==> src/rtl/branch_resolver.sv <==
// MEM-stage branch resolution: in-order prediction queue, mispredict/redirect/flush, predictor training.
// Optional BRANCH_STATS_EN builds saturating branch and mispredict counters.
module branch_resolver #(
    parameter int unsigned DEPTH        = 4,
    parameter int unsigned FLUSH_CYCLES = 2
) (
    input  logic        clk,
    input  logic        rst_n,
    input  logic        branch_decode_sig,
    input  logic        prediction,
    input  logic [31:0] branch_addr,
    input  logic [31:0] pc_decode,
    input  logic        stall,
    input  logic        branch_mem_sig,
    input  logic        actual_branch_decision,
    input  logic [31:0] actual_target,
    output logic        mispredict,
    output logic [31:0] redirect_pc,
    output logic        flush,
    output logic        update_valid,
    output logic        update_taken,
    output logic        q_full,
    output logic        q_empty,
    output logic        overflow_err,
    output logic        underflow_err,
    output logic [31:0] branch_count,
    output logic [31:0] mispredict_count
);

    localparam int unsigned PW = $clog2(DEPTH);
    localparam int unsigned CW = PW + 1;

    typedef enum logic [0:0] {StIdle, StFlush} state_e;

    state_e        state_q, state_d;
    logic [31:0]   flush_cnt_q, flush_cnt_d;

    logic          pred_mem [DEPTH];
    logic [31:0]   tgt_mem  [DEPTH];
    logic [31:0]   fall_mem [DEPTH];

    logic [PW-1:0] wr_ptr_q, wr_ptr_d, rd_ptr_q, rd_ptr_d;
    logic [CW-1:0] count_q, count_d;

    logic          mispredict_q, update_valid_q, update_taken_q;
    logic [31:0]   redirect_q, redirect_d;
    logic          q_full_q, q_empty_q;
    logic          overflow_q, underflow_q;

    logic          idle, push_req, pop_req, empty_now, full_now, push_ok, pop_ok, mis;
    logic          head_pred;
    logic [31:0]   head_tgt, head_fall;

    always_comb begin
        idle      = (state_q == StIdle);
        push_req  = branch_decode_sig & ~stall & idle;
        pop_req   = branch_mem_sig & idle;
        empty_now = (count_q == '0);
        full_now  = (count_q == CW'(DEPTH));
        pop_ok    = pop_req & ~empty_now;
        // A full queue still accepts a push when the same edge frees a slot.
        push_ok   = push_req & (~full_now | pop_ok);
        head_pred = pred_mem[rd_ptr_q];
        head_tgt  = tgt_mem[rd_ptr_q];
        head_fall = fall_mem[rd_ptr_q];
        mis       = pop_ok & ((actual_branch_decision != head_pred) |
                              (actual_branch_decision & head_pred & (actual_target != head_tgt)));
    end

    always_comb begin
        wr_ptr_d   = wr_ptr_q;
        rd_ptr_d   = rd_ptr_q;
        count_d    = count_q;
        redirect_d = redirect_q;
        if (mis) begin
            // Everything younger than a mispredicted branch is wrong-path, including a same-cycle push.
            wr_ptr_d   = '0;
            rd_ptr_d   = '0;
            count_d    = '0;
            redirect_d = actual_branch_decision ? actual_target : head_fall;
        end else begin
            if (push_ok) wr_ptr_d = wr_ptr_q + 1'b1;
            if (pop_ok)  rd_ptr_d = rd_ptr_q + 1'b1;
            count_d = count_q + CW'(push_ok) - CW'(pop_ok);
        end
    end

    always_comb begin
        state_d     = state_q;
        flush_cnt_d = flush_cnt_q;
        unique case (state_q)
            StIdle: begin
                if (mis) begin
                    state_d     = StFlush;
                    flush_cnt_d = 32'(FLUSH_CYCLES);
                end
            end
            StFlush: begin
                if (flush_cnt_q <= 32'd1) begin
                    state_d     = StIdle;
                    flush_cnt_d = '0;
                end else begin
                    flush_cnt_d = flush_cnt_q - 32'd1;
                end
            end
            default: state_d = StIdle;
        endcase
    end

    always_ff @(posedge clk) begin
        if (push_ok) begin
            pred_mem[wr_ptr_q] <= prediction;
            tgt_mem[wr_ptr_q]  <= branch_addr;
            fall_mem[wr_ptr_q] <= pc_decode + 32'd4;
        end
    end

    always_ff @(posedge clk or negedge rst_n) begin
        if (!rst_n) begin
            state_q        <= StIdle;
            flush_cnt_q    <= '0;
            wr_ptr_q       <= '0;
            rd_ptr_q       <= '0;
            count_q        <= '0;
            mispredict_q   <= 1'b0;
            update_valid_q <= 1'b0;
            update_taken_q <= 1'b0;
            redirect_q     <= '0;
            q_full_q       <= 1'b0;
            q_empty_q      <= 1'b1;
            overflow_q     <= 1'b0;
            underflow_q    <= 1'b0;
        end else begin
            state_q        <= state_d;
            flush_cnt_q    <= flush_cnt_d;
            wr_ptr_q       <= wr_ptr_d;
            rd_ptr_q       <= rd_ptr_d;
            count_q        <= count_d;
            mispredict_q   <= mis;
            update_valid_q <= pop_ok;
            update_taken_q <= pop_ok & actual_branch_decision;
            redirect_q     <= redirect_d;
            q_full_q       <= (count_d == CW'(DEPTH));
            q_empty_q      <= (count_d == '0);
            overflow_q     <= overflow_q | (push_req & full_now & ~pop_ok);
            underflow_q    <= underflow_q | (pop_req & empty_now);
        end
    end

    assign mispredict    = mispredict_q;
    assign redirect_pc   = redirect_q;
    assign flush         = (state_q == StFlush);
    assign update_valid  = update_valid_q;
    assign update_taken  = update_taken_q;
    assign q_full        = q_full_q;
    assign q_empty       = q_empty_q;
    assign overflow_err  = overflow_q;
    assign underflow_err = underflow_q;

`ifdef BRANCH_STATS_EN
    logic [31:0] branch_cnt_q, mis_cnt_q;

    always_ff @(posedge clk or negedge rst_n) begin
        if (!rst_n) begin
            branch_cnt_q <= '0;
            mis_cnt_q    <= '0;
        end else begin
            if (pop_ok && branch_cnt_q != '1) branch_cnt_q <= branch_cnt_q + 32'd1;
            if (mis && mis_cnt_q != '1)       mis_cnt_q    <= mis_cnt_q + 32'd1;
        end
    end

    assign branch_count     = branch_cnt_q;
    assign mispredict_count = mis_cnt_q;
`else
    assign branch_count     = '0;
    assign mispredict_count = '0;
`endif

endmodule
==> config.mk <==
export PLATFORM = sky130hd
export DESIGN_NAME = branch_resolver
export DESIGN_NICKNAME = d
export VERILOG_FILES = /design/src/rtl/branch_resolver.sv
export SDC_FILE = /design/constraint.sdc
export NUM_CORES = 1
export LEC_CHECK = 0
export ABC_AREA = 0
export BUFFER_PORTS_ARGS = -buffer_cell sky130_fd_sc_hd__buf_2
export CORE_ASPECT_RATIO = 1.1
export CORE_MARGIN = 3
export CORE_UTILIZATION = 36
export DETAILED_ROUTE_END_ITERATION = 12
export PLACE_DENSITY = 0.52
export SLEW_MARGIN = 5
export SYNTH_ARGS = -nofsm -noshare
export SYNTH_HDL_FRONTEND = slang
export SYNTH_SLANG_ARGS = --single-unit
==> constraint.sdc <==
create_clock -name clk -period 4.5 [get_ports clk]
set_clock_uncertainty 0.05 [all_clocks]
set_input_delay 0.225 -clock clk [delete_from_list [all_inputs] [get_ports clk]]
set_output_delay 0.225 -clock clk [all_outputs]
set_load 0.01 [all_outputs]
==> flow_metrics.env <==
export IMPL_grt_antenna_before_repair=0
export IMPL_wl_per_cell_um=20.7
export IMPL_overflow=0
export IMPL_fillers=3656
export IMPL_ant_nets=0
export IMPL_cp_required_ns=4.85
export IMPL_rows=77
export IMPL_yosys_top_cells_area="edfxtp_1 53%, dfrtp_1 13%, mux4_2 9.9%, buf_4 3.4%, xnor2_1 3.1%"
export IMPL_grt_pass1_vias=8877
export IMPL_ctsResizeCount=0
export IMPL_clock_latency_ns=0.55
export IMPL_crit_start="rd_ptr_q[0]"
export IMPL_syn_inst=934
export IMPL_timing_rr_start="rd_ptr_q[0]"
export IMPL_maxSlewViolCount=0
export IMPL_grt_max_degree=58
export IMPL_synth_simple_gate_area_share_pct=6.88
export IMPL_synth_async_reset_ratio_pct=23.3
export IMPL_setup_tns_final_ns=0
export IMPL_numPortBuffers=142
export IMPL_vias=8439
export IMPL_synth_xor_area_share_pct=3.73
export IMPL_path_max_fanout=42
export IMPL_rsz0062_at_grt="false"
export IMPL_initial_core_util_pct=36.6
export IMPL_drt_total_wl_um=35200
export IMPL_h_tree_depth=2
export IMPL_critPathArrivalTime_ns=3.99
export IMPL_hold_path_class="in2reg"
export IMPL_cts_tree="done"
export IMPL_dpl_hpwl_um=23700
export IMPL_drc_errors=0
export IMPL_ys_seq_elements=339
export IMPL_hold_slack_ns=0.0196
export IMPL_slew_headroom_pct=38.0
export IMPL_synth_compound_area_share_pct=4.82
export IMPL_viasPerCell=4.95
export IMPL_syn_area_per_cell_um2=15.8
export IMPL_syn2layout_area_growth_pct=20.0
export IMPL_synthAdderAreaFrac_pct=0.982
export IMPL_cap_violations=0
export IMPL_hold_viol_final=0
export IMPL_final_cells=1705
export IMPL_synth_edf_count=260
export IMPL_post_route_period_util_pct=80.9
export IMPL_irDropWorstVdd_mv=0.223
export IMPL_worst_slew_pin_slew_ns=0.930
export IMPL_gp_congestion=0.771
export IMPL_grt_pass1_wl_um=54200
export IMPL_grt_use_total_pct=16.6
export IMPL_setup_violations=0
export IMPL_clock_sinks=339
export IMPL_coreArea_um2=40400
export IMPL_status="complete, no violations"
export IMPL_end_kind="flip-flop"
export IMPL_synth_area_mux_share_pct=12.2
export IMPL_synth_cell_type_count=61
export IMPL_dieArea_um2=43500
export IMPL_dpl_cell_count=1573
export IMPL_cts_clk_slew_worst_paths_ns=0.06
export IMPL_fin_crit_ns=3.64
export IMPL_postCtsSetupBuffers=0
export IMPL_cts_buffers=38
export IMPL_synth_top_area_share_pct=52.8
export IMPL_crit_type="reg2reg"
export IMPL_fp_dieW_um=199
export IMPL_synth_top_cell_by_area="edfxtp_1"
export IMPL_ctsRootBufferMaster="clkbuf_16"
export IMPL_yosys_warnings=0
export IMPL_leakagePower_nw=6.84
export IMPL_die_h_um=219
export IMPL_dr_first_iter_drc_count=422
export IMPL_drive_gt1_share_pct=25.5
export IMPL_hold_buffers=63
export IMPL_syn_area_um2=14800
export IMPL_powerDensity_nw_per_um2=373
export IMPL_multi_input_area_um2=4480
export IMPL_io_pin_count=207
export IMPL_clk_path_buf_depth=3
export IMPL_min_delay_start="actual_target[1]"
export IMPL_final_nets=1277
export IMPL_synth_top_family_by_area="multiplexers"
export IMPL_synth_ff_type="edfxtp_1"
export IMPL_critPathLaunchType="flip-flop"
export IMPL_seq_area_frac_synth_pct=66.2
export IMPL_fmax_ghz=0.275
export IMPL_seq_area_um2=9790
export IMPL_dr_pass1_iters=5
[synthesized netlist by cell type (10+ instances only)]
cell      number
inv_1         14
nor2_1        65
buf_4         66
edfxtp_1     260
nand2_1       34
buf_2         12
mux4_2        65
and3_1        12
nand4_1       13
mux2i_1       34
ha_1          10
a21o_1        11
nor3_1        22
xnor2_1       52
clkbuf_1      11
xor2_1        11
dfrtp_1       78
nand3_1       18
a21oi_1       37
[where the power goes]
part | switching, mW | internal (mW)
Clock | 1.20 | 1.78
Combinational | 0.153 | 0.103
Sequential | 0.00132 | 3.38
Total | 1.35 | 5.26
[path summary, 6_finish.rpt]
check	endpoint	slack, ns	depth (start not counted)
worst max-delay path	redirect_pc[18]	0.86	9
worst min-delay path	redirect_pc[1]	0.02	3
worst max register to register	redirect_pc[18]	0.86	9
worst min register to register	flush_cnt_q[30]	0.43	1
max in group asynchronous	rd_ptr_q[0]	3.21	3
min in group asynchronous	flush_cnt_q[31]	0.26	2
[sequential cells by signal, indices dropped and copies added, names as in the netlist]
name / cells
underflow_err: 1
update_valid: 1
q_full: 1
fall_mem: 128
mispredict: 1
overflow_err: 1
tgt_mem: 128
update_taken: 1
count_q: 3
q_empty: 1
wr_ptr_q: 2
flush: 1
pred_mem: 4
flush_cnt_q: 32
redirect_pc: 32
rd_ptr_q: 2
[final cells by class]
cell class | instances | area share (%)
Antenna cell | 1 | 0.0141
Clock buffer | 58 | 6.35
Clock inverter | 10 | 0.423
Inverter | 14 | 0.296
Multi-Input combinational cell | 543 | 25.3
Sequential cell | 339 | 55.2
Tap cell | 513 | 3.62
Timing Repair Buffer | 227 | 8.86
[worst max-delay path: stages, from the launching register on]
cell and delay [ns]:
dfrtp_4 0.60, buf_12 0.24, mux4_2 0.53, xnor2_1 0.38
nand4_1 0.28, nor4_4 0.42, a31oi_4 0.35, buf_4 0.39
nor2_1 0.16, a21oi_1 0.05
[cell families after synthesis]
group / Yosys count
mux: 99
fa+ha+maj: 11
flops: 339
xor+xnor: 63
buf+inv: 115
compound gates: 105
other cells: 1
simple gates: 201
[cell usage in the layout, fill, tap and decap left out, types with 9 or more instances in the layout]
master         synthesis  final
a211o_1                9      9
a21o_1                11     11
a21oi_1               37     37
and3_1                12     12
buf_2                 12    141
buf_4                 66     18
clkbuf_1              11     11
clkbuf_16              0     39
conb_1                 1     64
dfrtp_1               78     76
dlygate4sd3_1          0     63
edfxtp_1             260    260
ha_1                  10     10
inv_1                 14     14
mux2i_1               34     34
mux4_2                65     65
nand2_1               34     34
nand3_1               18     18
nand4_1               13     13
nor2_1                65     65
nor3_1                22     22
xnor2_1               52     52
xor2_1                11     11
[routing by layer]
layer	track usage (%)	wire [um]	vias to the layer above
met5	0	0	-
met4	4.90	752	0
met3	3.07	1570	48
met2	28.3	17900	206
met1	21.7	15000	4272
li1	-	-	3913
[per-stage QoR]
| step | total power [mW] | worst slack (ns) | area (um^2) | utilization [%] |
|---|---|---|---|---|
| 2_1_floorplan | 3.57 | 1.19 | 15000 | - |
| 3_3_place_gp | 3.66 | 0.838 | 15900 | 39.4 |
| 3_5_place_dp | 3.66 | 0.822 | 15900 | 39.4 |
| 4_1_cts | 6.70 | 0.818 | 17700 | 44.0 |
| 5_1_grt | 6.84 | 0.567 | 17700 | 44.0 |
| 6_report | 6.61 | 0.859 | 17700 | 44.0 |
(Power assumes the default switching activity.)
